<file path="config.mk">
export PLATFORM = sky130hd
export DESIGN_NAME = stack_ctrl_flat
export DESIGN_NICKNAME = d
export VERILOG_FILES = /design/src/rtl/stack_ctrl_if.sv /design/src/rtl/stack_ctrl.sv /design/src/flat_wrapper.sv
export SDC_FILE = /design/constraint.sdc
export NUM_CORES = 1
export LEC_CHECK = 0
export CAP_MARGIN = 20
export CORE_MARGIN = 2
export CORE_UTILIZATION = 42
export DETAILED_ROUTE_END_ITERATION = 12
export PLACE_DENSITY = 0.82
export SYNTH_ARGS = -nofsm -noshare
export SYNTH_HDL_FRONTEND = slang
export SYNTH_SLANG_ARGS = --single-unit
</file>
<file path="constraint.sdc">
create_clock -name clk_i -period 4.2 [get_ports clk_i]
set_input_delay 1.05 -clock clk_i [delete_from_list [all_inputs] [get_ports clk_i]]
set_output_delay 1.05 -clock clk_i [all_outputs]
set_load 0.01 [all_outputs]
</file>
<file path="src/rtl/stack_ctrl_if.sv">
// Request/response and stack-traffic bundle between the control unit, the
// stack sequencer, the stack pointer register and the data-memory arbiter.
interface stack_ctrl_if;
  logic        push;
  logic        pop;
  logic        load;
  logic [15:0] din;
  logic [15:0] loadVal;
  logic        ready;
  logic        done;
  logic        ovf;
  logic        udf;
  logic [15:0] popData;
  logic [15:0] spQ;
  logic        spEna;
  logic [15:0] spD;
  logic [15:0] memAddr;
  logic [15:0] memWdata;
  logic        memWe;
  logic        memRe;
  logic [15:0] memRdata;

  // Master is the surrounding system: control unit, SP register and memory.
  modport master (
    output push, pop, load, din, loadVal, spQ, memRdata,
    input  ready, done, ovf, udf, popData, spEna, spD,
           memAddr, memWdata, memWe, memRe
  );

  modport slave (
    input  push, pop, load, din, loadVal, spQ, memRdata,
    output ready, done, ovf, udf, popData, spEna, spD,
           memAddr, memWdata, memWe, memRe
  );
endinterface

</file>
<file path="src/rtl/stack_ctrl.sv">
// Stack sequencer: downward-growing stack with pre-decrement push,
// post-increment pop, direct SP load and overflow/underflow detection.
module stack_ctrl #(
  parameter logic [15:0] STACK_EMPTY = 16'h0000,
  parameter logic [15:0] STACK_LIMIT = 16'hFF00
) (
  input logic         clk_i,
  input logic         rst_i,
  stack_ctrl_if.slave bus
);

  typedef enum logic [2:0] {
    IDLE, PUSH_ADJ, PUSH_WR, POP_RD, POP_ADJ, LOAD_ST, DONE_ST
  } state_e;

  state_e      state_q, state_d;
  logic [15:0] dinLat_q, dinLat_d;
  logic [15:0] loadLat_q, loadLat_d;
  logic [15:0] popData_q, popData_d;
  logic        ovf_q, ovf_d;
  logic        udf_q, udf_d;

  always_ff @(posedge clk_i) begin
    if (rst_i) begin
      state_q   <= IDLE;
      dinLat_q  <= 16'h0000;
      loadLat_q <= 16'h0000;
      popData_q <= 16'h0000;
      ovf_q     <= 1'b0;
      udf_q     <= 1'b0;
    end else begin
      state_q   <= state_d;
      dinLat_q  <= dinLat_d;
      loadLat_q <= loadLat_d;
      popData_q <= popData_d;
      ovf_q     <= ovf_d;
      udf_q     <= udf_d;
    end
  end

  // SP_Q already reflects any SP_ENA of the previous cycle (falling-edge update).
  always_comb begin
    state_d   = state_q;
    dinLat_d  = dinLat_q;
    loadLat_d = loadLat_q;
    popData_d = popData_q;
    ovf_d     = 1'b0;
    udf_d     = 1'b0;
    case (state_q)
      IDLE: begin
        if (bus.load) begin
          loadLat_d = bus.loadVal;
          state_d   = LOAD_ST;
        end else if (bus.push) begin
          dinLat_d = bus.din;
          if (bus.spQ == STACK_LIMIT) begin
            ovf_d   = 1'b1;
            state_d = DONE_ST;
          end else begin
            state_d = PUSH_ADJ;
          end
        end else if (bus.pop) begin
          if (bus.spQ == STACK_EMPTY) begin
            udf_d   = 1'b1;
            state_d = DONE_ST;
          end else begin
            state_d = POP_RD;
          end
        end
      end
      PUSH_ADJ: state_d = PUSH_WR;
      PUSH_WR:  state_d = DONE_ST;
      POP_RD:   state_d = POP_ADJ;
      POP_ADJ: begin
        popData_d = bus.memRdata;
        state_d   = DONE_ST;
      end
      LOAD_ST:  state_d = DONE_ST;
      DONE_ST:  state_d = IDLE;
      default:  state_d = IDLE;
    endcase
  end

  always_comb begin
    bus.ready    = 1'b0;
    bus.done     = 1'b0;
    bus.ovf      = 1'b0;
    bus.udf      = 1'b0;
    bus.spEna    = 1'b0;
    bus.spD      = 16'h0000;
    bus.memAddr  = 16'h0000;
    bus.memWdata = 16'h0000;
    bus.memWe    = 1'b0;
    bus.memRe    = 1'b0;
    case (state_q)
      IDLE: bus.ready = 1'b1;
      PUSH_ADJ: begin
        bus.spEna = 1'b1;
        bus.spD   = bus.spQ - 16'd1;
      end
      PUSH_WR: begin
        bus.memWe    = 1'b1;
        bus.memAddr  = bus.spQ;
        bus.memWdata = dinLat_q;
      end
      POP_RD: begin
        bus.memRe   = 1'b1;
        bus.memAddr = bus.spQ;
      end
      POP_ADJ: begin
        bus.spEna = 1'b1;
        bus.spD   = bus.spQ + 16'd1;
      end
      LOAD_ST: begin
        bus.spEna = 1'b1;
        bus.spD   = loadLat_q;
      end
      DONE_ST: begin
        bus.done = 1'b1;
        bus.ovf  = ovf_q;
        bus.udf  = udf_q;
      end
      default: bus.ready = 1'b0;
    endcase
  end

  assign bus.popData = popData_q;

endmodule

</file>
<file path="src/flat_wrapper.sv">
// flat-port wrapper written by rule: the top's interface ports become plain ports
module stack_ctrl_flat 
#(
  parameter logic [15:0] STACK_EMPTY = 16'h0000,
  parameter logic [15:0] STACK_LIMIT = 16'hFF00
)
  (clk_i, rst_i, bus_push, bus_pop, bus_load, bus_din, bus_loadVal, bus_spQ, bus_memRdata, bus_ready, bus_done, bus_ovf, bus_udf, bus_popData, bus_spEna, bus_spD, bus_memAddr, bus_memWdata, bus_memWe, bus_memRe);
  stack_ctrl_if bus_i ();
  input logic clk_i;
  input logic rst_i;
  input wire logic [$bits(bus_i.push)-1:0] bus_push;
  input wire logic [$bits(bus_i.pop)-1:0] bus_pop;
  input wire logic [$bits(bus_i.load)-1:0] bus_load;
  input wire logic [$bits(bus_i.din)-1:0] bus_din;
  input wire logic [$bits(bus_i.loadVal)-1:0] bus_loadVal;
  input wire logic [$bits(bus_i.spQ)-1:0] bus_spQ;
  input wire logic [$bits(bus_i.memRdata)-1:0] bus_memRdata;
  output wire logic [$bits(bus_i.ready)-1:0] bus_ready;
  output wire logic [$bits(bus_i.done)-1:0] bus_done;
  output wire logic [$bits(bus_i.ovf)-1:0] bus_ovf;
  output wire logic [$bits(bus_i.udf)-1:0] bus_udf;
  output wire logic [$bits(bus_i.popData)-1:0] bus_popData;
  output wire logic [$bits(bus_i.spEna)-1:0] bus_spEna;
  output wire logic [$bits(bus_i.spD)-1:0] bus_spD;
  output wire logic [$bits(bus_i.memAddr)-1:0] bus_memAddr;
  output wire logic [$bits(bus_i.memWdata)-1:0] bus_memWdata;
  output wire logic [$bits(bus_i.memWe)-1:0] bus_memWe;
  output wire logic [$bits(bus_i.memRe)-1:0] bus_memRe;
  assign bus_i.push = bus_push;
  assign bus_i.pop = bus_pop;
  assign bus_i.load = bus_load;
  assign bus_i.din = bus_din;
  assign bus_i.loadVal = bus_loadVal;
  assign bus_i.spQ = bus_spQ;
  assign bus_i.memRdata = bus_memRdata;
  assign bus_ready = bus_i.ready;
  assign bus_done = bus_i.done;
  assign bus_ovf = bus_i.ovf;
  assign bus_udf = bus_i.udf;
  assign bus_popData = bus_i.popData;
  assign bus_spEna = bus_i.spEna;
  assign bus_spD = bus_i.spD;
  assign bus_memAddr = bus_i.memAddr;
  assign bus_memWdata = bus_i.memWdata;
  assign bus_memWe = bus_i.memWe;
  assign bus_memRe = bus_i.memRe;
  stack_ctrl #(.STACK_EMPTY(STACK_EMPTY), .STACK_LIMIT(STACK_LIMIT)) u_core (.clk_i(clk_i), .rst_i(rst_i), .bus(bus_i));
endmodule
</file>
# Word level (Yosys, flattened, before mapping)
# Cells that the tools add are included.
# W data, S select, Z words.
[classes]
addsub = 2
mux = 18
reduce_logical = 9
bitwise_logic = 4
eq_ne = 8
[op_table]
columns = ["operator", "n"]
rows = [
  ["$pmux W16 S3", 1],
  ["$mux W16", 2],
  ["$add A16 B1 Y16 const B", 1],
  ["$eq A16 B16 Y1 const B", 1],
  ["$logic_not A16 Y1", 1],
  ["$sub A16 B1 Y16 const B", 1],
  ["$mux W3", 5],
  ["$pmux W3 S4", 1],
  ["$eq A3 B3 Y1 const B", 3],
  ["$mux W1", 9],
  ["$eq A3 B2 Y1 const B", 2],
  ["$reduce_or A3 Y1", 2],
  ["$reduce_or A5 Y1", 1],
  ["$ne A4 B4 Y1 const B", 1],
  ["$not A1 Y1", 4],
  ["$reduce_or A4 Y1", 1],
  ["$eq A3 B1 Y1 const B", 1],
  ["$logic_not A3 Y1", 1],
  ["$reduce_and A3 Y1", 1],
  ["$reduce_and A2 Y1", 1],
  ["$reduce_or A2 Y1", 1],
]
[word_totals]
elab_cells = 47
reg_bits = 53
output_inout_bits = 71
input_bits = 69

# Longest topological paths before layout
# Gate-level depths: netlist of the first run.
[logic_depth]
word_depth = 6
mapped_depth = 13
ltp_nobuf = 10

# Least setup slack after synthesis of the first run
# OpenSTA, ideal clock, no wires.
[synth_path]
path_kind = "reg2out"
start = "register u_core.state_q[2]"
end = "output port bus_spD[15]"
path_buffers = 3
path_stages_with_launch = 14
t_required_ns = 3.150
setup_slack_ns = 0.441
t_arrival_ns = 2.709
cell_sequence = "dfxtp_1 -> buf_6 -> nor2b_1 -> nor2b_1 -> buf_2 -> inv_2 -> buf_2 -> ha_1 -> o211ai_1 -> o211ai_2 -> a31oi_4 -> mux2i_1 -> nor2_1 -> nor3b_2"
[synth_between]
elab_chain_len = 2
word_cells_on_any_way = 4
classes_between = "eq/ne (3); mux (1)"
[synth_lines]
columns = ["element", "line_no", "rtl"]
rows = [
  ["from (decl)", "stack_ctrl.sv:16", "state_e state_q, state_d;"],
  ["from (signal assigned)", "stack_ctrl.sv:32", "state_q <= state_d;"],
  ["$eq A3 B3 Y1 or $eq A3 B1 Y1 (tied branches)", "stack_ctrl.sv:95", "case (state_q)"],
  ["$pmux W16 S3 (*)", "stack_ctrl.sv:95", ""],
  ["to (decl)", "flat_wrapper.sv:24", "output wire logic [$bits(bus_i.spD)-1:0] bus_spD;"],
]
# Mark *: on every way between the ends. The rest lies on a longest branch, timed or not.

# Final worst setup path of the first run
[layout_path]
start = "input port bus_spQ[6]"
end = "output port bus_spD[15]"
[layout_between]
elab_chain_len = 2
word_cells_on_any_way = 3
classes_between = "add/sub (2); mux (1)"
[layout_lines]
columns = ["element", "line_no", "rtl"]
rows = [
  ["from (decl)", "flat_wrapper.sv:16", "input wire logic [$bits(bus_i.spQ)-1:0] bus_spQ;"],
  ["$add A16 B1 Y16 or $sub A16 B1 Y16 (tied branches)", "stack_ctrl.sv:112, stack_ctrl.sv:99", ""],
  ["$pmux W16 S3 (*)", "stack_ctrl.sv:95", ""],
]
# Marked as above.

==> results.py, run 1 <==
metrics = {
    "worst_setup_path": {
        "cp.arrival_ps": 3170,
        "worst_r2r_endpoint": "u_core.loadLat_q[12]$_SDFFE_PP0P_",
        "crit_buf_inv": 2,
        "r2r-start": "u_core.state_q[2]$_SDFFE_PP0P_",
        "cp-start-kind": "primary input",
        "rr_worst_depth": 5,
        "crit_required_ps": 3150,
        "crit_fanout": 4,
        "critPathTopFamily": "buffers and inverters",
        "crit_path_cell_trace": "clkdlybuf4s50_1 -> ha_4 -> o21ai_1 -> nand2b_1 -> a31oi_4 -> mux2i_1 -> nor2_1 -> nor3b_2 -> buf_2",
        "crit_type": "primary input to primary output",
        "cp-end-kind": "primary output",
        "max_stage_delay_ps": 550,
        "reg2reg_setup_slack_ps": 2310,
        "slowest_stage": "clkdlybuf4s50_1",
    },
    "routing": {
        "dr.first_iter.drc_count": 146,
        "wl_um": 10400,
        "firstDrtPassIters": 5,
        "vias": 3532,
        "wl_per_cell_um": 15.4,
        "vias_per_cell": 5.22,
        "ant_nets": 0,
        "drc": 0,
    },
    "synth": {
        "synth_edf_count": 0,
        "synth.avg_cell_area_um2": 7.69,
        "yosys_warnings": 0,
        "ys_seq_area_share_pct": 33.8,
        "synth_cell_types": 52,
        "synthCells": 408,
        "synth-main-ff-cell": "dfxtp_1",
        "syn-num-nets": 494,
        "ys_seq_elements": 53,
        "syn-cell-area_um2": 3140,
        "synthArstFlopShare_pct": 0,
    },
    "sta": {
        "post-route-min-period_ps": 4220,
        "finalCritPeriodShare_pct": 100,
        "setup_viol": 1,
        "worst_slew_pin_slew_ps": 946,
        "max-slew-margin-rel_pct": 36.9,
        "fin_skew_ps": 10.6,
        "slew_violations": 0,
        "fmax_ghz": 0.237,
        "worst_slack_ps": -16.0,
        "final_hold_viol_count": 0,
        "whs_ps": 456,
    },
    "global_route": {
        "antenna_found_initial": 0,
        "grt_pass1_wl_um": 15300,
        "grt_max_degree": 53,
        "track_usage_pct": 22.7,
        "grt_pass1_vias": 3195,
        "overflow": 0,
    },
    "worst_hold_path": {
        "hp-start": "u_core.dinLat_q[0]$_SDFFE_PP0P_",
        "min_path_type": "flip-flop to flip-flop",
        "hold_depth": 2,
        "min_to": "u_core.dinLat_q[0]$_SDFFE_PP0P_",
    },
    "placement": {
        "io_buffer_count": 139,
        "dpl-instance-area_um2": 4860,
        "hpwl_um": 7450,
        "preCtsSetupSlack_ps": -447,
        "place_congestion": 0.906,
    },
    "power_and_ir_drop": {
        "p_leak_nw": 2.02,
        "seqPwrFrac_pct": 23.3,
        "power_switching_mw": 1.13,
        "peakVddDrop_uv": 233,
        "power_density_nw_per_um2": 526,
        "comb_power_share_pct": 65.6,
        "power.internal_mw": 1.57,
        "netSwitchingFraction_pct": 41.8,
        "p_clk_share_pct": 11.1,
    },
    "cts": {
        "clk_pin_slew_ps": 90,
        "numClockSinks": 53,
        "cts-buffers-inserted": 5,
        "h-tree-depth": 2,
        "cts_hold_buf": 0,
        "cts_max_path_buffers": 2,
        "cts_tree": "done",
        "clock-root-buffer": "clkbuf_8",
        "insertion_delay_ps": 310,
    },
    "final_layout": {
        "fin_area_um2": 5130,
        "drive_gt1_share_pct": 16.8,
        "layout_commonest_cell": "clkdlybuf4s50_1",
        "nFillCells": 543,
        "diodes": 0,
        "final_cell_mix": "118 x clkdlybuf4s50_1, 109 x nand2_1, 58 x a21oi_1, 53 x dfxtp_1, 45 x buf_4",
        "syn2layout_area_growth_pct": 63.5,
        "final_nets": 663,
    },
    "die": {
        "die_w_um": 90.4,
        "core_area_um2": 7250,
        "io_pins": 140,
        "die_area_um2": 8180,
        "dieHeight_um": 90.4,
        "initial_utilization_pct": 43.3,
        "num_rows": 31,
    },
    "outcome": {
        "status": "finished with violations",
        "violations": "negative setup slack",
    },
    "run": {
        "drv_cap": 0,
    },
}
synth_stat cells (3+ instances only):
cell | instances | area [um^2]
nand2_1 | 110 | 413
nand3_1 | 3 | 15.0
nor4_1 | 4 | 25.0
clkbuf_1 | 9 | 33.8
o21ai_0 | 9 | 45.0
and3_1 | 6 | 37.5
a22o_1 | 13 | 114
buf_2 | 10 | 50.1
dfxtp_1 | 53 | 1060
a21oi_1 | 61 | 305
xnor2_1 | 4 | 35.0
xor2_1 | 9 | 78.8
ha_1 | 16 | 200
nand4_1 | 3 | 18.8
a21oi_2 | 3 | 26.3
nor2_1 | 11 | 41.3
and2_1 | 36 | 225
a211oi_1 | 3 | 22.5
nor2b_1 | 4 | 25.0
registers in the layout (all words and copies together), names as in the netlist:
name / count
u_core.bus.popData: 16
u_core.dinLat_q: 16
u_core.loadLat_q: 16
u_core.state_q: 3
u_core.ovf_q: 1
u_core.udf_q: 1
layout make-up:
class	instances	area, um^2	area share (%)
multi-input combinational	330	2120	41.3
clock buffer	5	68.8	1.34
inverter	3	13.8	0.268
timing repair buffer	184	1720	33.6
sequential	53	1060	20.7
clock inverter	3	21.3	0.415
tap	99	124	2.41
worst max-delay path by stage:
stage,from,to,slack (ps),cells after the start
after global placement,bus_spQ[1],bus_spD[15],-330,9
final,bus_spQ[6],bus_spD[15],-20,9
after floorplan,u_core.state_q[2]$_SDFFE_PP0P_,bus_spD[15],440,13
after CTS,bus_spQ[1],bus_spD[11],-8,9
after detailed placement,bus_spQ[12],bus_spD[15],-450,9
after global routing,u_core.state_q[2]$_SDFFE_PP0P_,bus_spD[13],-30,11
worst register-to-register path, delay by kind of cell, from the launching register on:
| family | cells | cell delay (ps) |
|---|---|---|
| compound gates | 1 | 160 |
| buf+inv | 1 | 170 |
| simple gates | 3 | 1150 |
| flops | 1 | 350 |
per-layer routing:
metal,wire [um],GRT usage (%),up-vias
met3,686,5.68,33
met4,277,6.28,0
met2,5100,39.3,155
li1,-,-,1744
met1,4370,27.9,1600
met5,0,0,-
through the flow:
stage	power, mW	TNS (ps)	cells	utilization, %
3_3_place_gp	2.24	-2740	669	67.1
4_1_cts	2.59	-8.45	677	68.8
6_report	2.70	-16.0	677	70.7
5_1_grt	2.85	-50.7	677	70.7
3_5_place_dp	2.28	-3340	669	67.1
2_1_floorplan	1.52	0	408	-
repair_timing:
action,CTS,global route
gates resized for setup,38,30
buffers inserted,0,0
endpoints found under the hold margin,0,0
pin swaps,11,16
setup endpoints to repair,12,10
power by group through the flow:
stage | combinational, mW | clock [mW] | sequential, mW
floorplan | 0.872 | 0 | 0.649
global placement | 1.61 | 0 | 0.635
detailed placement | 1.64 | 0 | 0.639
CTS | 1.65 | 0.304 | 0.627
global route | 1.89 | 0.322 | 0.638
finish | 1.77 | 0.299 | 0.631
logic make-up (layout without fill, tap and decap cells):
family,Yosys count,in the layout,synth area share (%)
AND/OR/NAND/NOR,189,189,28.7
AO/OA/AOI/OAI,109,109,22.0
flip-flops,53,53,33.8
buffers and inverters,25,195,4.23
adder cells (fa/ha/maj),17,17,7.02
XOR/XNOR,13,13,3.63
multiplexers,2,2,0.678
(Power assumes the default switching activity.)
==> run 2: changes to the inputs <==
CORE_MARGIN = 4   (was 2)
TNS_END_PERCENT = 30   (was default)
==> results.py, run 2 (synthesized netlist as in run 1, its figures left out) <==
metrics = {
    "cts": {
        "insertion_delay_ps": 320,
        "cts-buffers-inserted": 5,
        "cts_max_path_buffers": 2,
        "h-tree-depth": 2,
        "numClockSinks": 53,
        "clock-root-buffer": "clkbuf_8",
        "cts_tree": "done",
        "clk_pin_slew_ps": 100,
        "cts_hold_buf": 0,
    },
    "power_and_ir_drop": {
        "p_leak_nw": 1.97,
        "power_mw": 2.66,
        "power_density_nw_per_um2": 526,
        "peakVddDrop_uv": 270,
    },
    "global_route": {
        "antenna_found_initial": 0,
        "grt_pass1_wl_um": 15400,
        "track_usage_pct": 21.3,
        "overflow": 0,
        "grt_pass1_vias": 3250,
        "grt_max_degree": 53,
    },
    "worst_setup_path": {
        "crit_type": "primary input to primary output",
        "reg2reg_setup_slack_ps": 2310,
        "cp-start-kind": "primary input",
        "crit_fanout": 3,
        "cp.arrival_ps": 3170,
        "cp-end-kind": "primary output",
        "crit_required_ps": 3150,
    },
    "final_layout": {
        "seq_area_um2": 1060,
        "final_nets": 661,
        "nFillCells": 590,
        "layout_commonest_cell": "clkdlybuf4s50_1",
        "multiInputGateArea_um2": 2060,
        "syn2layout_area_growth_pct": 61.0,
        "final_cell_mix": "122 x clkdlybuf4s50_1, 110 x nand2_1, 56 x a21oi_1, 53 x dfxtp_1, 43 x buf_4",
        "diodes": 0,
        "drive_gt1_share_pct": 15.5,
    },
    "sta": {
        "rsz0062_at_grt": "true",
        "final_hold_viol_count": 0,
        "slew_violations": 0,
        "worst_slew_pin_slew_ps": 978,
        "setup_viol": 1,
        "post-route-min-period_ps": 4220,
        "fin_skew_ps": 9.63,
        "worst_slack_ps": -17.5,
        "max-slew-margin-rel_pct": 34.7,
        "fmax_ghz": 0.237,
        "finalCritPeriodShare_pct": 100,
        "tns_ps": -17.5,
    },
    "outcome": {
        "status": "finished with violations",
        "violations": "negative setup slack",
    },
    "run": {
        "drv_cap": 0,
    },
    "placement": {
        "place_congestion": 0.893,
        "io_buffer_count": 139,
        "hpwl_um": 7590,
    },
    "routing": {
        "dr.first_iter.drc_count": 251,
        "wl_um": 10400,
        "firstDrtPassIters": 5,
        "vias_per_cell": 5.27,
        "ant_nets": 0,
        "wl_per_cell_um": 15.5,
        "vias": 3557,
        "drc": 0,
    },
    "die": {
        "num_rows": 31,
        "dieHeight_um": 94.4,
        "core_area_um2": 7250,
        "io_pins": 140,
        "die_w_um": 94.4,
        "die_area_um2": 8920,
        "initial_utilization_pct": 43.3,
    },
    "worst_hold_path": {
        "min_path_type": "flip-flop to flip-flop",
    },
}
-- run 2: path summary, 6_finish.rpt --
check	end	cells after the start	startpoint
max	bus_spD[12]	10	bus_spQ[7]
min	u_core.dinLat_q[1]$_SDFFE_PP0P_	2	u_core.dinLat_q[1]$_SDFFE_PP0P_
max reg2reg	u_core.dinLat_q[8]$_SDFFE_PP0P_	6	u_core.state_q[2]$_SDFFE_PP0P_
min reg2reg	u_core.dinLat_q[1]$_SDFFE_PP0P_	2	u_core.dinLat_q[1]$_SDFFE_PP0P_
-- run 2: report_power, final --
part | leakage, nW | internal (mW) | switching (mW)
clock network | 0.0423 | 0.122 | 0.186
logic | 1.49 | 0.841 | 0.881
registers | 0.432 | 0.587 | 0.0417
-- run 2: metal layers --
metal	part of all wire [%]	vias up	track usage, %
met5	0	-	0
met4	1.6	0	5.78
met3	8.3	13	4.14
met2	50	153	37.7
met1	40	1658	26.4
li1	-	1733	-
-- run 2: metrics by stage --
stage | setup slack (ps) | utilization [%] | area, um^2 | hold slack, ps | std cells
after floorplan | 441 | - | 3140 | 432 | 408
after global placement | -334 | 66.8 | 4840 | 438 | 666
after detailed placement | -390 | 66.8 | 4840 | 442 | 666
after CTS | -13.7 | 68.3 | 4950 | 456 | 674
after global routing | -141 | 69.6 | 5050 | 475 | 675
final | -17.5 | 69.6 | 5050 | 453 | 675
-- run 2: area by class of cell --
| cell class | count | share of cell area [%] |
|---|---|---|
| clock buffer | 5 | 1.36 |
| tap | 99 | 2.45 |
| timing repair buffer | 182 | 33.5 |
| sequential | 53 | 21.0 |
| clock inverter | 3 | 0.520 |
| multi-input combinational | 330 | 40.8 |
| inverter | 3 | 0.272 |
-- run 2: timing repair --
| item | CTS | global route |
|---|---|---|
| pin swaps | 3 | 12 |
| gates resized for setup | 31 | 24 |
| setup buffers | 0 | 1 |
| endpoints found under the setup margin | 12 | 12 |
-- run 2: critical path, cell delays in order --
cell             delay [ps]
clkdlybuf4s50_1         440
ha_1                    320
a21oi_1                 230
o21ai_0                 170
buf_4                   170
nor3_1                  180
a21oi_2                  90
xor2_1                  150
a22o_1                  240
clkbuf_2                140
==> run 3: changes to the inputs <==
CELL_PAD_IN_SITES_DETAIL_PLACEMENT = 2   (was default)
CELL_PAD_IN_SITES_GLOBAL_PLACEMENT = 2   (was default)
CORE_UTILIZATION = 23   (was 42)
CTS_BUF_LIST = sky130_fd_sc_hd__clkbuf_8   (was default)
PLACE_DENSITY = 0.84   (was 0.82)
SLEW_MARGIN = 30   (was default)
==> results.py, run 3 (synthesized netlist as in run 1, its figures left out) <==
metrics = {
    "sta": {
        "fmax_ghz": 0.240,
        "post-route-min-period_ps": 4170,
        "final_hold_viol_count": 0,
        "fin_skew_ps": 6.63,
        "worst_slack_ps": 27.8,
        "finalCritPeriodShare_pct": 99.3,
        "whs_ps": 461,
        "worst_slew_pin_slew_ps": 827,
        "setup_viol": 0,
        "max-slew-margin-rel_pct": 44.3,
        "slew_violations": 0,
        "tns_ps": 0,
    },
    "cts": {
        "clock-root-buffer": "clkbuf_8",
        "cts-buffers-inserted": 5,
        "numClockSinks": 53,
        "cts_max_path_buffers": 2,
        "clk_pin_slew_ps": 100,
        "cts_tree": "done",
        "cts_hold_buf": 0,
        "insertion_delay_ps": 320,
        "h-tree-depth": 2,
    },
    "power_and_ir_drop": {
        "peakVddDrop_uv": 148,
        "power_mw": 2.93,
        "power_density_nw_per_um2": 546,
        "p_leak_nw": 2.05,
    },
    "worst_setup_path": {
        "r2r-start": "u_core.state_q[1]$_SDFFE_PP0P_",
        "reg2reg_setup_slack_ps": 2190,
        "crit_fanout": 4,
        "cp-start-kind": "primary input",
        "cp.arrival_ps": 3120,
        "crit_type": "primary input to primary output",
        "worst_r2r_endpoint": "u_core.dinLat_q[6]$_SDFFE_PP0P_",
        "cp-end-kind": "primary output",
        "crit_start": "bus_spQ[10]",
        "endpoint": "bus_spD[15]",
        "crit_required_ps": 3150,
        "rr_worst_depth": 6,
    },
    "global_route": {
        "track_usage_pct": 18.0,
        "overflow": 0,
        "antenna_found_initial": 0,
        "grt_max_degree": 53,
        "grt_pass1_vias": 4137,
        "grt_pass1_wl_um": 22900,
    },
    "routing": {
        "wl_um": 14500,
        "drc": 0,
        "ant_nets": 0,
        "vias": 3637,
        "dr.first_iter.drc_count": 119,
        "wl_per_cell_um": 19.1,
        "firstDrtPassIters": 4,
        "vias_per_cell": 4.78,
    },
    "outcome": {
        "status": "finished, final reports clean",
    },
    "final_layout": {
        "layoutNonFillerInstCount": 761,
        "final_cell_mix": "116 x clkdlybuf4s50_1, 110 x nand2_1, 57 x a21oi_1, 53 x dfxtp_1, 52 x buf_4",
        "final_util_pct": 40.3,
        "fin_area_um2": 5360,
        "syn2layout_area_growth_pct": 70.9,
        "diodes": 0,
        "final_nets": 670,
        "layout_commonest_cell": "clkdlybuf4s50_1",
        "drive_gt1_share_pct": 19.1,
    },
    "placement": {
        "dp.cells": 748,
        "dpl-instance-area_um2": 4980,
        "io_buffer_count": 139,
        "place_congestion": 0.814,
        "hpwl_um": 10900,
        "preCtsSetupSlack_ps": -596,
    },
    "die": {
        "die_w_um": 125,
        "io_pins": 140,
        "initial_utilization_pct": 23.6,
        "die_area_um2": 15600,
        "num_rows": 42,
        "dieHeight_um": 125,
        "core_area_um2": 13300,
    },
    "worst_hold_path": {
        "min_path_type": "flip-flop to flip-flop",
    },
    "run": {
        "drv_cap": 0,
    },
}
==> run 3: cell count changes in the layout (fill, tap and decap cells not counted), sizes merged <==
cell           before  now
clkinv              0    1
clkbuf              7    6
buf                46   55
dlygate4sd2         5   12
clkdlybuf4s50     122  116
clkinvlp            2    0
inv                 4    5
==> run 3: repair_timing <==
action	in CTS	in global routing
pin swaps	11	8
gates resized for setup	54	23
setup endpoints to repair	13	12
buffers inserted	3	2
==> run 3: report_power, final <==
part           internal (mW)  switching, mW  total, mW
Clock                  0.125          0.194      0.319
Combinational          0.946           1.03       1.97
Sequential             0.587         0.0534      0.641
==> run 3: metal layers <==
| layer | share of wire (%) | wire [um] | vias to the layer above | track usage (%) |
|---|---|---|---|---|
| met3 | 3.7 | 543 | 11 | 3.69 |
| met5 | 0 | 0 | - | 0 |
| li1 | - | - | 1748 | - |
| met1 | 42 | 6150 | 1793 | 21.4 |
| met2 | 53 | 7670 | 85 | 33.5 |
| met4 | 1.2 | 170 | 0 | 2.84 |
==> run 3: worst max-delay path: stages <==
cell and delay [ps]:
clkdlybuf4s50_1 540, ha_4 240, a21oi_1 130, o21ai_1 120
a31oi_4 190, buf_4 160, mux2i_2 240, o22ai_1 120
nor3b_2 170, buf_2 150
==> run 3: worst min path at each step <==
| stage | startpoint | to | slack (ps) | depth (start not counted) |
|---|---|---|---|---|
| after floorplan | u_core.dinLat_q[0]$_SDFFE_PP0P_ | u_core.dinLat_q[0]$_SDFFE_PP0P_ | 430 | 2 |
| after global placement | u_core.dinLat_q[1]$_SDFFE_PP0P_ | u_core.dinLat_q[1]$_SDFFE_PP0P_ | 440 | 2 |
| after detailed placement | u_core.bus.popData[14]$_SDFFE_PP0P_ | u_core.bus.popData[14]$_SDFFE_PP0P_ | 450 | 2 |
| after CTS | u_core.bus.popData[14]$_SDFFE_PP0P_ | u_core.bus.popData[14]$_SDFFE_PP0P_ | 460 | 2 |
| after global routing | u_core.bus.popData[14]$_SDFFE_PP0P_ | u_core.bus.popData[14]$_SDFFE_PP0P_ | 490 | 2 |
| final | u_core.dinLat_q[8]$_SDFFE_PP0P_ | u_core.dinLat_q[8]$_SDFFE_PP0P_ | 460 | 2 |
==> run 3: cell type report <==
type                    instances  area (um^2)
flip-flops and latches         53         1060
inverters                       3         18.8
fillers                      1494         7930
repair buffers                191         1770
multi-input cells             330         2190
well taps                     176          220
clock inverters                 3         28.8
clock buffers                   5         68.8
==> variant 1: new RTL, config.mk and constraints of run 1 <==
`popData_q` no longer has a reset.
--- a/src/rtl/stack_ctrl.sv
+++ b/src/rtl/stack_ctrl.sv
@@ -25,17 +25,19 @@
       state_q   <= IDLE;
       dinLat_q  <= 16'h0000;
       loadLat_q <= 16'h0000;
-      popData_q <= 16'h0000;
       ovf_q     <= 1'b0;
       udf_q     <= 1'b0;
     end else begin
       state_q   <= state_d;
       dinLat_q  <= dinLat_d;
       loadLat_q <= loadLat_d;
-      popData_q <= popData_d;
       ovf_q     <= ovf_d;
       udf_q     <= udf_d;
     end
+  end
+
+  always_ff @(posedge clk_i) begin
+    popData_q <= popData_d;
   end
 
   // SP_Q already reflects any SP_ENA of the previous cycle (falling-edge update).
Formal check against the unedited RTL: differs if rst_i is asserted again (counterexample within 4 cycles, from zero or initial values and one cycle with rst_i high); with rst_i held inactive, the same outputs for 10 cycles.
==> variant 1 against run 1 <==
- total power is 19% lower
- sequential power shrank 2%
- routed wire length down 2.9%
- cell area increased by 3.7%
- sequential cell count unchanged
- synthesized cell count shrank 7.8%
- area after synthesis fell by 1.5%
- worst setup slack improved by 0.091 ns
==> variant 1: results (changes against run 1) <==
largest cells by area after synthesis=sky130_fd_sc_hd__dfxtp_1, sky130_fd_sc_hd__edfxtp_1, sky130_fd_sc_hd__nand2_1; Setup violations, final=0 (-1); buffering overhead=0.3484 (+0.01262); Seq/Total Area, Yosys=0.3950 (+0.05686); run status=finished, final reports clean; Detailed Place HPWL=7292 µm (-2.1%); Final Routed Wirelength=10120 µm (-2.9%); worst stage delay on the critical path=0.36 ns (-0.19 ns); most frequent cells after synthesis=sky130_fd_sc_hd__nand2_1, sky130_fd_sc_hd__a21oi_1, sky130_fd_sc_hd__and2_1; met2 wirelength from detailed routing=4952 µm (-2.8%); FF/Latch Area=1224 µm² (+15%); non-clock inverter instance count of the final layout=8 (+5); syn_nets=462 (-6.5%); slew at the pin closest to its max-slew limit=0.9309 ns (-0.01560 ns); post-route clock skew=0.004538 ns (-0.006020 ns); Yosys cell types=54 (+3.8%); worst-path maximum fanout=12 (+8); Crit path max-delay family=compound AO/OA/AOI/OAI gates; smallest hold slack=0.4542 ns (-0.001711 ns); area used by multi-input combinational logic=1998 µm² (-5.7%); fraction of final layout cells sized beyond drive strength 1=0.1907 (+0.02291); synthesized area per cell=8.223 µm² (+6.9%); Buffers excl. clock=198 (+7.6%); worst-case vdd ir drop=0.2418 mV (+4.0%); clk root buf=sky130_fd_sc_hd__clkbuf_8; Tot GR Track Use=0.2349 (+0.008201); detailed-routed wire length on met3=739 µm (+7.7%); total chip power=2.189 mW (-19%); number of design-rule violations left by the first detailed-router iteration=211 (+45%); clkbuf count=6 (+1); area after detailed placement=4888 µm² (+0.49%); GRT met3 Usage=0.04107 (-0.01569); wire length of the first global-routing pass=15710 µm (+2.8%); internal power=1.379 mW (-12%); static leakage=2.109 nW (+4.4%); Worst R2R Start=u_core.state_q[0]$_SDFFE_PP0P_; GP Congestion=0.9576 (+5.7%); top routing layer in use=met4; met1 Track Usage GR=0.3006 (+0.02130); Min-Delay Startpoint=u_core.dinLat_q[10]$_SDFFE_PP0P_; antenna violations before repair=0 (unchanged); Met1 Routed Length=4172 µm (-4.5%); post-CTS setup repair buffer count=4 (+4); Layout fillers=521 (-4.1%); setup slack at placement=-0.4954 ns (-0.04847 ns); routing usage on met2=0.4091 (+0.01623); count of placed standard cells including taps=640 (-4.3%); number of global-route vias before repair=3290 (+3.0%); Pwr per Cell Area=411.5 nW/µm² (-22%); Clock Network Area Fraction=0.01623 (-0.001325); Multi-In Gates=294 (-11%); net total in the final layout=646 (-2.6%); cell with the largest stage delay on the worst path=sky130_fd_sc_hd__dfxtp_1; data arrival time at the worst-slack endpoint=3.08 ns (-0.09 ns); final worst path period share=0.9823 (-0.02156); endpoint of the worst hold path=u_core.dinLat_q[10]$_SDFFE_PP0P_; RR Endpoint=u_core.dinLat_q[14]$_SDFFE_PP0P_
## variant 1: worst max-delay path by stage
stage / cells past startpoint / start / endpoint
final: 10 / u_core.state_q[0]$_SDFFE_PP0P_ / bus_spD[15]
after CTS: 9 / bus_spQ[11] / bus_spD[15]
after global routing: 10 / u_core.state_q[0]$_SDFFE_PP0P_ / bus_spD[15]
after floorplan: 10 / u_core.state_q[2]$_SDFFE_PP0P_ / bus_spD[15]
after global placement: 8 / bus_spQ[1] / bus_spD[13]
after detailed placement: 8 / bus_spQ[1] / bus_spD[10]
## variant 1: kinds of logic after synthesis
| group | count (synthesis) | share of synthesized area |
|---|---|---|
| simple gates | 168 | 0.2687 |
| flops | 53 | 0.3950 |
| buf+inv | 29 | 0.03642 |
| xor+xnor | 10 | 0.02833 |
| mux | 1 | 0.003238 |
| compound gates | 98 | 0.1971 |
| fa+ha+maj | 17 | 0.07123 |
==> variant 2: new RTL, flow settings as in run 1 <==
Made on the original files. `STACK_LIMIT` is set to 16'hFF00 in 2 places; all go to 16'h8000.
--- a/src/rtl/stack_ctrl.sv
+++ b/src/rtl/stack_ctrl.sv
@@ -2,7 +2,7 @@
 // post-increment pop, direct SP load and overflow/underflow detection.
 module stack_ctrl #(
   parameter logic [15:0] STACK_EMPTY = 16'h0000,
-  parameter logic [15:0] STACK_LIMIT = 16'hFF00
+  parameter logic [15:0] STACK_LIMIT = 16'h8000
 ) (
   input logic         clk_i,
   input logic         rst_i,
--- a/src/flat_wrapper.sv
+++ b/src/flat_wrapper.sv
@@ -2,7 +2,7 @@
 module stack_ctrl_flat 
 #(
   parameter logic [15:0] STACK_EMPTY = 16'h0000,
-  parameter logic [15:0] STACK_LIMIT = 16'hFF00
+  parameter logic [15:0] STACK_LIMIT = 16'h8000
 )
   (clk_i, rst_i, bus_push, bus_pop, bus_load, bus_din, bus_loadVal, bus_spQ, bus_memRdata, bus_ready, bus_done, bus_ovf, bus_udf, bus_popData, bus_spEna, bus_spD, bus_memAddr, bus_memWdata, bus_memWe, bus_memRe);
   stack_ctrl_if bus_i ();
Formal check against the unedited RTL: not equivalent (a bounded check fails within 4 cycles, from zero or initial values and one cycle with rst_i high).
==> variant 2 against run 1 <==
- worst hold slack better by 0.00076 ns
- routed wire length is 0.22% higher
- cell area up 1.2%
- total power fell by 16%
- area after synthesis rose by 0.88%
- worst setup slack better by 0.077 ns
- sequential cell count is the same
- critical endpoint is now bus_spD[3]
- largest power group unchanged
- highest routed layer unchanged
==> variant 2: results (changes against run 1) <==
wire length of the first global-routing pass=16390 µm (+7.3%); via total after detailed routing=3597 (+1.8%); number of search-and-repair iterations in the first detailed-routing pass=4 (-1); Tot GR Track Use=0.2388 (+0.01214); post-route clock skew=0.005754 ns (-0.004803 ns); number of design-rule violations left by the first detailed-router iteration=98 (-33%); worst-case vdd ir drop=0.2974 mV (+28%); post-cts sizing count=51 (+34%); data arrival time at the worst-slack endpoint=3.09 ns (-0.08 ns); run status=finished, final reports clean; Detailed Place HPWL=7642 µm (+2.6%); syn_nets=510 (+3.2%); maximum achievable frequency=0.2416 GHz (+1.9%); setup slack of the most critical reg-to-reg path=1.98 ns (-0.33 ns); largest cells by area after synthesis=sky130_fd_sc_hd__dfxtp_1, sky130_fd_sc_hd__nand2_1, sky130_fd_sc_hd__a21oi_1; Worst R2R Start=u_core.state_q[0]$_SDFFE_PP0P_; Final Routed Wirelength=10450 µm (+0.22%); Min-Delay Startpoint=u_core.dinLat_q[2]$_SDFFE_PP0P_; worst-path maximum fanout=3 (-1); share of the synthesized area in compound gates (AO/OA/AOI/OAI)=0.1941 (-0.02563); number of global-route vias before repair=3544 (+11%); largest net degree at the start of global routing=54 (+1.9%); Yosys cell types=51 (-1.9%); Max-Slew Margin vs Limit=0.3436 (-0.02537); area after detailed placement=4928 µm² (+1.3%)
[variant 2: critical path, cell delays in order]
cell                              delay (ns)
sky130_fd_sc_hd__clkbuf_2               0.11
sky130_fd_sc_hd__buf_4                  0.14
sky130_fd_sc_hd__ha_1                   0.28
sky130_fd_sc_hd__a21o_1                 0.23
sky130_fd_sc_hd__buf_4                  0.15
sky130_fd_sc_hd__a21oi_1                0.16
sky130_fd_sc_hd__xor2_1                 0.09
sky130_fd_sc_hd__o21ai_0                0.28
sky130_fd_sc_hd__clkdlybuf4s50_1        0.60
[variant 2: metal layers]
layer | part of all wire | wire length (µm) | GRT usage
met3 | 0.065 | 683 | 0.05843
met2 | 0.48 | 5066 | 0.4111
met1 | 0.41 | 4323 | 0.2881
met5 | 0 | 0 | 0
met4 | 0.036 | 379 | 0.08838
[variant 2: cell type report]
class / count / area, µm²
tap: 99 / 123.9
clock buffer: 7 / 86.33
timing repair buffer: 192 / 1755
multi-input combinational: 341 / 2115
fill: 617 / 2100
inverter: 5 / 21.27
clock inverter: 1 / 30.03
sequential: 53 / 1061
[variant 2: worst min path at each step]
stage	endpoint	slack, ns
6_report	u_core.dinLat_q[2]$_SDFFE_PP0P_	0.46
5_1_grt	u_core.loadLat_q[14]$_SDFFE_PP0P_	0.47
4_1_cts	u_core.dinLat_q[2]$_SDFFE_PP0P_	0.46
3_5_place_dp	u_core.dinLat_q[2]$_SDFFE_PP0P_	0.44
3_3_place_gp	u_core.dinLat_q[1]$_SDFFE_PP0P_	0.44
2_1_floorplan	u_core.dinLat_q[0]$_SDFFE_PP0P_	0.43
[variant 2: power breakdown]
part / switching (mW) / internal, mW / total, mW
logic: 0.654 / 0.656 / 1.31
clock network: 0.158 / 0.194 / 0.352
registers: 0.0322 / 0.565 / 0.597
total: 0.844 / 1.41 / 2.26
